$ cat src/rtl/uart_pkg.sv
// Shared UART definitions: parity codes, FSM state encoding, frame sizing helper.
// Latency: n/a (package only).
// Backpressure: n/a (package only).
package uart_pkg;

    // Parity selection codes used by the PARITY parameter of TX and RX.
    localparam int PAR_NONE = 0;
    localparam int PAR_ODD  = 1;
    localparam int PAR_EVEN = 2;

    // Frame-level states; RX walks the same sequence.
    typedef enum logic [2:0] {
        ST_IDLE   = 3'd0,
        ST_START  = 3'd1,
        ST_DATA   = 3'd2,
        ST_PARITY = 3'd3,
        ST_STOP   = 3'd4
    } uart_state_e;

    // Number of bit periods in one frame: start + data + optional parity + stops.
    function automatic int frame_bits(input int data_bits, input int parity, input int stop_bits);
        return 1 + data_bits + ((parity != PAR_NONE) ? 1 : 0) + stop_bits;
    endfunction

endpackage

$ cat src/rtl/uart_baud_tick.sv
// Baud divider: counts 0..CLK_DIV-1 while enabled, pulses tick on the last count.
// Latency: tick is combinational from the counter; first tick CLK_DIV-1 cycles after en rises.
// Backpressure: none; clearing en parks the counter at 0.
module uart_baud_tick #(
    parameter int CLK_DIV = 104
) (
    input  logic clk,
    input  logic rst_n,
    input  logic en,
    output logic tick
);

    localparam int                CNT_W    = $clog2(CLK_DIV);
    localparam logic [CNT_W-1:0]  CNT_LAST = CNT_W'(CLK_DIV - 1);

    generate
        if (CLK_DIV < 2) begin : g_bad_clk_div
            $error("uart_baud_tick: CLK_DIV must be at least 2");
        end
    endgenerate

    logic [CNT_W-1:0] r_cnt;
    logic             w_wrap;

    assign w_wrap = (r_cnt == CNT_LAST);
    assign tick   = en && w_wrap;

    // Free-running bit-period counter, held at zero whenever the line is idle.
    always_ff @(posedge clk or negedge rst_n) begin
        if (!rst_n) begin
            r_cnt <= '0;
        end else if (!en || w_wrap) begin
            r_cnt <= '0;
        end else begin
            r_cnt <= r_cnt + 1'b1;
        end
    end

endmodule

$ cat src/rtl/uart_tx_cfg.sv
// UART transmitter with configurable data bits, parity and stop bits, baud from system clock.
// Latency: data_rdy high at edge N gives fetch=1 and start bit on out from edge N; frame is F cycles.
// Backpressure: pulls one word per frame via fetch; data_rdy only looked at in IDLE or last stop cycle.
module uart_tx_cfg
    import uart_pkg::*;
#(
    parameter int CLK_DIV   = 104,
    parameter int DATA_BITS = 8,
    parameter int PARITY    = 0,
    parameter int STOP_BITS = 1
) (
    input  logic                 clk,
    input  logic                 rst_n,
    input  logic                 data_rdy,
    input  logic [DATA_BITS-1:0] data,
    output logic                 out,
    output logic                 fetch,
    output logic                 busy
);

    localparam int               BIT_W      = $clog2(DATA_BITS + 1);
    localparam logic [BIT_W-1:0] LAST_BIT   = BIT_W'(DATA_BITS - 1);
    localparam bit               HAS_PARITY = (PARITY != PAR_NONE);
    localparam bit               ODD_PARITY = (PARITY == PAR_ODD);
    localparam logic             LAST_STOP  = (STOP_BITS == 2) ? 1'b1 : 1'b0;

    generate
        if (DATA_BITS < 5 || DATA_BITS > 9) begin : g_bad_data_bits
            $error("uart_tx_cfg: DATA_BITS must be in 5..9");
        end
        if (PARITY != PAR_NONE && PARITY != PAR_ODD && PARITY != PAR_EVEN) begin : g_bad_parity
            $error("uart_tx_cfg: PARITY must be 0, 1 or 2");
        end
        if (STOP_BITS != 1 && STOP_BITS != 2) begin : g_bad_stop_bits
            $error("uart_tx_cfg: STOP_BITS must be 1 or 2");
        end
        if (frame_bits(DATA_BITS, PARITY, STOP_BITS) > 13) begin : g_bad_frame
            $error("uart_tx_cfg: frame longer than 13 bits");
        end
    endgenerate

    // Parity is fixed at capture so the payload register can be shifted freely afterwards.
    function automatic logic parity_of(input logic [DATA_BITS-1:0] d);
        return ODD_PARITY ? ~(^d) : (^d);
    endfunction

    uart_state_e          r_state;
    uart_state_e          w_state_nxt;
    logic [DATA_BITS-1:0] r_shift;
    logic [DATA_BITS-1:0] w_shift_nxt;
    logic                 r_par;
    logic                 w_par_nxt;
    logic [BIT_W-1:0]     r_bit_idx;
    logic [BIT_W-1:0]     w_bit_idx_nxt;
    logic                 r_stop_idx;
    logic                 w_stop_idx_nxt;
    logic                 r_out;
    logic                 w_out_nxt;
    logic                 r_fetch;
    logic                 w_fetch_nxt;
    logic                 r_busy;
    logic                 w_busy_nxt;
    logic                 w_capture;
    logic                 w_tick;
    logic                 w_baud_en;

    // Bit timing runs only while a frame is on the line; the capture edge starts it from 0.
    assign w_baud_en = (r_state != ST_IDLE);

    uart_baud_tick #(
        .CLK_DIV (CLK_DIV)
    ) u_baud (
        .clk   (clk),
        .rst_n (rst_n),
        .en    (w_baud_en),
        .tick  (w_tick)
    );

    assign out   = r_out;
    assign fetch = r_fetch;
    assign busy  = r_busy;

    // Next-state and next-output decode; outputs are registered from the next state so
    // the start bit and fetch appear on the capture edge itself.
    always_comb begin
        w_state_nxt    = r_state;
        w_shift_nxt    = r_shift;
        w_par_nxt      = r_par;
        w_bit_idx_nxt  = r_bit_idx;
        w_stop_idx_nxt = r_stop_idx;
        w_capture      = 1'b0;
        w_out_nxt      = 1'b1;
        w_fetch_nxt    = 1'b0;
        w_busy_nxt     = 1'b0;

        unique case (r_state)
            ST_IDLE: begin
                if (data_rdy) begin
                    w_capture = 1'b1;
                end
            end
            ST_START: begin
                if (w_tick) begin
                    w_state_nxt   = ST_DATA;
                    w_bit_idx_nxt = '0;
                end
            end
            ST_DATA: begin
                if (w_tick) begin
                    w_shift_nxt = r_shift >> 1;
                    if (r_bit_idx == LAST_BIT) begin
                        w_bit_idx_nxt  = '0;
                        w_stop_idx_nxt = 1'b0;
                        w_state_nxt    = HAS_PARITY ? ST_PARITY : ST_STOP;
                    end else begin
                        w_bit_idx_nxt = r_bit_idx + 1'b1;
                    end
                end
            end
            ST_PARITY: begin
                if (w_tick) begin
                    w_state_nxt    = ST_STOP;
                    w_stop_idx_nxt = 1'b0;
                end
            end
            ST_STOP: begin
                if (w_tick) begin
                    if (r_stop_idx == LAST_STOP) begin
                        // Back-to-back: the next word is taken on the last stop-bit edge.
                        if (data_rdy) begin
                            w_capture = 1'b1;
                        end else begin
                            w_state_nxt = ST_IDLE;
                        end
                    end else begin
                        w_stop_idx_nxt = 1'b1;
                    end
                end
            end
            default: begin
                w_state_nxt = ST_IDLE;
            end
        endcase

        if (w_capture) begin
            w_state_nxt    = ST_START;
            w_shift_nxt    = data;
            w_par_nxt      = parity_of(data);
            w_bit_idx_nxt  = '0;
            w_stop_idx_nxt = 1'b0;
        end

        w_fetch_nxt = w_capture;
        w_busy_nxt  = (w_state_nxt != ST_IDLE);

        case (w_state_nxt)
            ST_START:  w_out_nxt = 1'b0;
            ST_DATA:   w_out_nxt = w_shift_nxt[0];
            ST_PARITY: w_out_nxt = w_par_nxt;
            default:   w_out_nxt = 1'b1;
        endcase
    end

    // State and output registers; reset forces the line high immediately and drops the frame.
    always_ff @(posedge clk or negedge rst_n) begin
        if (!rst_n) begin
            r_state    <= ST_IDLE;
            r_shift    <= '0;
            r_par      <= 1'b0;
            r_bit_idx  <= '0;
            r_stop_idx <= 1'b0;
            r_out      <= 1'b1;
            r_fetch    <= 1'b0;
            r_busy     <= 1'b0;
        end else begin
            r_state    <= w_state_nxt;
            r_shift    <= w_shift_nxt;
            r_par      <= w_par_nxt;
            r_bit_idx  <= w_bit_idx_nxt;
            r_stop_idx <= w_stop_idx_nxt;
            r_out      <= w_out_nxt;
            r_fetch    <= w_fetch_nxt;
            r_busy     <= w_busy_nxt;
        end
    end

endmodule

$ cat config.mk
export PLATFORM = sky130hd
export DESIGN_NAME = uart_tx_cfg
export DESIGN_NICKNAME = d
export VERILOG_FILES = /design/src/rtl/uart_pkg.sv /design/src/rtl/uart_baud_tick.sv /design/src/rtl/uart_tx_cfg.sv
export SDC_FILE = /design/constraint.sdc
export NUM_CORES = 1
export LEC_CHECK = 0
export ABC_AREA = 1
export ABC_CLOCK_PERIOD_IN_PS = 1900
export BUFFER_PORTS_ARGS = -buffer_cell sky130_fd_sc_hd__buf_2
export CORE_AREA = 2 2 52 59
export CTS_CLUSTER_SIZE = 12
export DETAILED_ROUTE_END_ITERATION = 16
export DIE_AREA = 0 0 54 61
export PLACE_DENSITY = 0.72
export SLEW_MARGIN = 20
export SYNTH_ARGS = -nofsm -noshare
export SYNTH_HDL_FRONTEND = slang
export SYNTH_SLANG_ARGS = --single-unit
$ cat constraint.sdc
create_clock -name clk -period 1.9 [get_ports clk]
set_input_delay 0.19 -clock clk [delete_from_list [all_inputs] [get_ports clk]]
set_output_delay 0.19 -clock clk [all_outputs]
set_load 0.01 [all_outputs]
==> results.json <==
{
  "nFillCells": 246,
  "worstPathArrival_ns": 1.79,
  "die_h_um": 61,
  "cp-end-kind": "flip-flop",
  "required_ns": 2.11,
  "cts_tree": "done",
  "drive_above_1_share": 0.158,
  "ant_nets": 0,
  "cts.sink_count": 26,
  "nNetsFinal": 242,
  "ys_types": 27,
  "dieArea_um2": 3290,
  "h-tree-depth": 1,
  "final_area_um2": 1680,
  "yosys_warnings": 0,
  "hp-class": "input port to flip-flop",
  "seq_area_frac_synth": 0.429,
  "power_per_cell_area_nw_per_um2": 989,
  "r2r_end": "r_par",
  "route.detailed.drc": 0,
  "slew_viol_final": 0,
  "num_rows": 20,
  "path_cells": "ha_1 -> nand2_2 -> nor2_4 -> nand2_4 -> nand2_4 -> nand3_4 -> inv_2 -> nand2_1 -> and2_1",
  "start_kind": "flip-flop",
  "postCtsSetupRepairBufs": 0,
  "grt_max_degree": 27,
  "slowest_stage": "dfrtp_1",
  "finalWirelength_um": 2910,
  "synth_top_family_by_area": "simple AND/OR/NAND/NOR gates",
  "yosys.area_share.xor_xnor": 0.00576,
  "grt_usage": 0.207,
  "place_area_um2": 1620,
  "seqCellArea_um2": 652,
  "cp_max_fo": 12,
  "finalHoldViolations": 0,
  "grt_pass1_vias": 1272,
  "avgSynthCellArea_um2": 7.20,
  "syn-cell-area_um2": 1520,
  "timing.critical_path.buf_inv": 1,
  "cts-buffers-inserted": 3,
  "tightest_slew_ns": 0.559,
  "max-slew-margin-rel": 0.628,
  "gp_congestion": 0.910,
  "portBuffers": 13,
  "p_leak_nw": 0.918,
  "maxCapViolCount": 0,
  "syn_nets": 224,
  "netlist_instances": 211,
  "rsz0062_at_grt": "no",
  "crit_top_cell": "nand2_4",
  "synthAdderAreaFrac": 0.0165,
  "cp.depth": 9,
  "synth-simple-area-share": 0.385,
  "drt-vias-per-instance": 5.14,
  "cts_root_buf": "clkbuf_4",
  "drt_iter0_drc": 18,
  "slowest_delay_ns": 0.39,
  "fin_crit_ns": 1.57,
  "ys_seq_elements": 26,
  "holdWs_ns": 0.124,
  "syn_to_final_growth_pct": 10.4,
  "core_um2": 2700,
  "p_total_mw": 1.66,
  "r2r_cells": 9,
  "overflow": 0,
  "worst_skew_pair.late_latency_ns": 0.32,
  "r2r_slack_ns": 0.33,
  "endpoint": "r_par",
  "diodes": 0,
  "cts.path.max_buffers": 2,
  "fmax_ghz": 0.635,
  "vias": 1342,
  "cpLargestDelayFamily": "simple AND/OR/NAND/NOR gates",
  "synth_compound_area_frac": 0.0774,
  "dieWidth_um": 54,
  "yosys-mux-area-fraction": 0,
  "start_util": 0.563,
  "dp_hpwl_um": 2380,
  "antenna_found_initial": 0,
  "drtPass1Iterations": 4,
  "min_path_cells": 3,
  "grt_pass1_wl_um": 5040,
  "ioPinCount": 14,
  "setup-tns-final_ns": 0,
  "crit_type": "flip-flop to flip-flop",
  "ir_worst_vdd_uv": 680,
  "routedWlPerCell_um": 11.2,
  "multi_input_area_um2": 737,
  "worstReg2RegStart": "u_baud.r_cnt[0]",
  "skew_ns": 0.0149,
  "clkTransAtPathRegs_ns": 0.14,
  "status": "completed",
  "finalSetupViolCount": 0,
  "startpoint": "u_baud.r_cnt[0]",
  "period_share": 0.829
}
cell usage after synthesis:
| cell type | instances | area share |
|---|---|---|
| ha_1 | 2 | 0.016 |
| nor2_1 | 22 | 0.054 |
| dfrtp_1 | 25 | 0.41 |
| nor2_2 | 2 | 0.0082 |
| nand2_1 | 75 | 0.19 |
| o21ai_2 | 1 | 0.0058 |
| nor2_4 | 3 | 0.022 |
| buf_6 | 1 | 0.0074 |
| nand3_1 | 15 | 0.049 |
| nand3_4 | 1 | 0.012 |
| inv_1 | 28 | 0.069 |
| and2_1 | 2 | 0.0082 |
| o211ai_1 | 3 | 0.015 |
| dfstp_2 | 1 | 0.017 |
| o21ai_1 | 3 | 0.0099 |
| o21bai_1 | 1 | 0.0049 |
| a21oi_2 | 1 | 0.0058 |
| xnor2_1 | 1 | 0.0058 |
| nand2_4 | 2 | 0.015 |
| nand2_2 | 4 | 0.016 |
| a22oi_1 | 1 | 0.0049 |
| o21a_1 | 1 | 0.0049 |
| a21oi_1 | 4 | 0.013 |
| nand4_1 | 2 | 0.0082 |
| nor3_1 | 2 | 0.0066 |
| o21ai_0 | 4 | 0.013 |
| inv_2 | 4 | 0.0099 |
kinds of logic (layout without fill, tap and decap cells):
kind of cell	count (synthesis)	count (layout)
simple gates	130	130
compound gates	19	19
fa+ha+maj	2	2
xor+xnor	1	1
buf+inv	33	50
flops	26	26
metal layers:
metal	wire length (µm)	vias up	part of all wire	GRT usage
li1	-	686	-	-
met2	1610	24	0.55	0.406
met1	1160	624	0.40	0.212
met5	0	-	0	0
met4	80	0	0.027	0.104
met3	66	8	0.023	0.0222
power breakdown:
part / switching [mW] / internal (mW)
clock network: 0.159 / 0.213
registers: 0.118 / 0.731
logic: 0.262 / 0.175
total: 0.540 / 1.12
cell type report:
| cell class | count | area share |
|---|---|---|
| tap | 33 | 0.0246 |
| clock inverter | 1 | 0.0179 |
| multi-input combinational | 152 | 0.439 |
| clock buffer | 3 | 0.0134 |
| sequential | 26 | 0.389 |
| timing repair buffer | 14 | 0.0447 |
| inverter | 32 | 0.0716 |
worst min path at each step:
stage	slack, ns	startpoint	to
2_1_floorplan	-0.11	rst_n	busy
3_3_place_gp	0.21	rst_n	r_bit_idx[3]
3_5_place_dp	0.22	rst_n	u_baud.r_cnt[6]
4_1_cts	0.13	data[6]	r_shift[6]
5_1_grt	0.13	data[6]	r_shift[6]
6_report	0.12	data[6]	r_shift[6]
tightest hold or removal path, stage by stage:
cell	delay (ns)
buf_2	0.11
nand2_1	0.05
nand3_1	0.07
layout by cell type (no fill, tap or decap):
cell,n
nand2_1,75
inv_1,28
dfrtp_1,25
nor2_1,22
nand3_1,15
buf_2,13
nand2_2,4
o21ai_0,4
a21oi_1,4
inv_2,4
nor2_4,3
o21ai_1,3
o211ai_1,3
clkbuf_4,3
nor2_2,2
nand2_4,2
nor3_1,2
nand4_1,2
and2_1,2
ha_1,2
nand3_4,1
a21oi_2,1
xnor2_1,1
o21ai_2,1
a22oi_1,1
o21a_1,1
o21bai_1,1
bufinv_16,1
dlygate4sd3_1,1
dfstp_2,1
sequential cells by signal, indices dropped and copies added, names as in the netlist:
register	count
r_state	3
busy	1
fetch	1
r_par	1
r_bit_idx	4
out	1
u_baud.r_cnt	7
r_shift	8
per-stage QoR:
step,worst slack [ns],utilization,instances
floorplan,0.462,-,211
global placement,0.372,0.598,256
detailed placement,0.351,0.598,256
CTS,0.331,0.621,261
global route,0.188,0.621,261
finish,0.326,0.621,261
timing repair:
action / CTS / global route
hold buffers: 1 / 0
gates resized for setup: 0 / 0
endpoints found under the hold margin: 25 / 0
No activity file was read; power rests on OpenSTA's default activity.
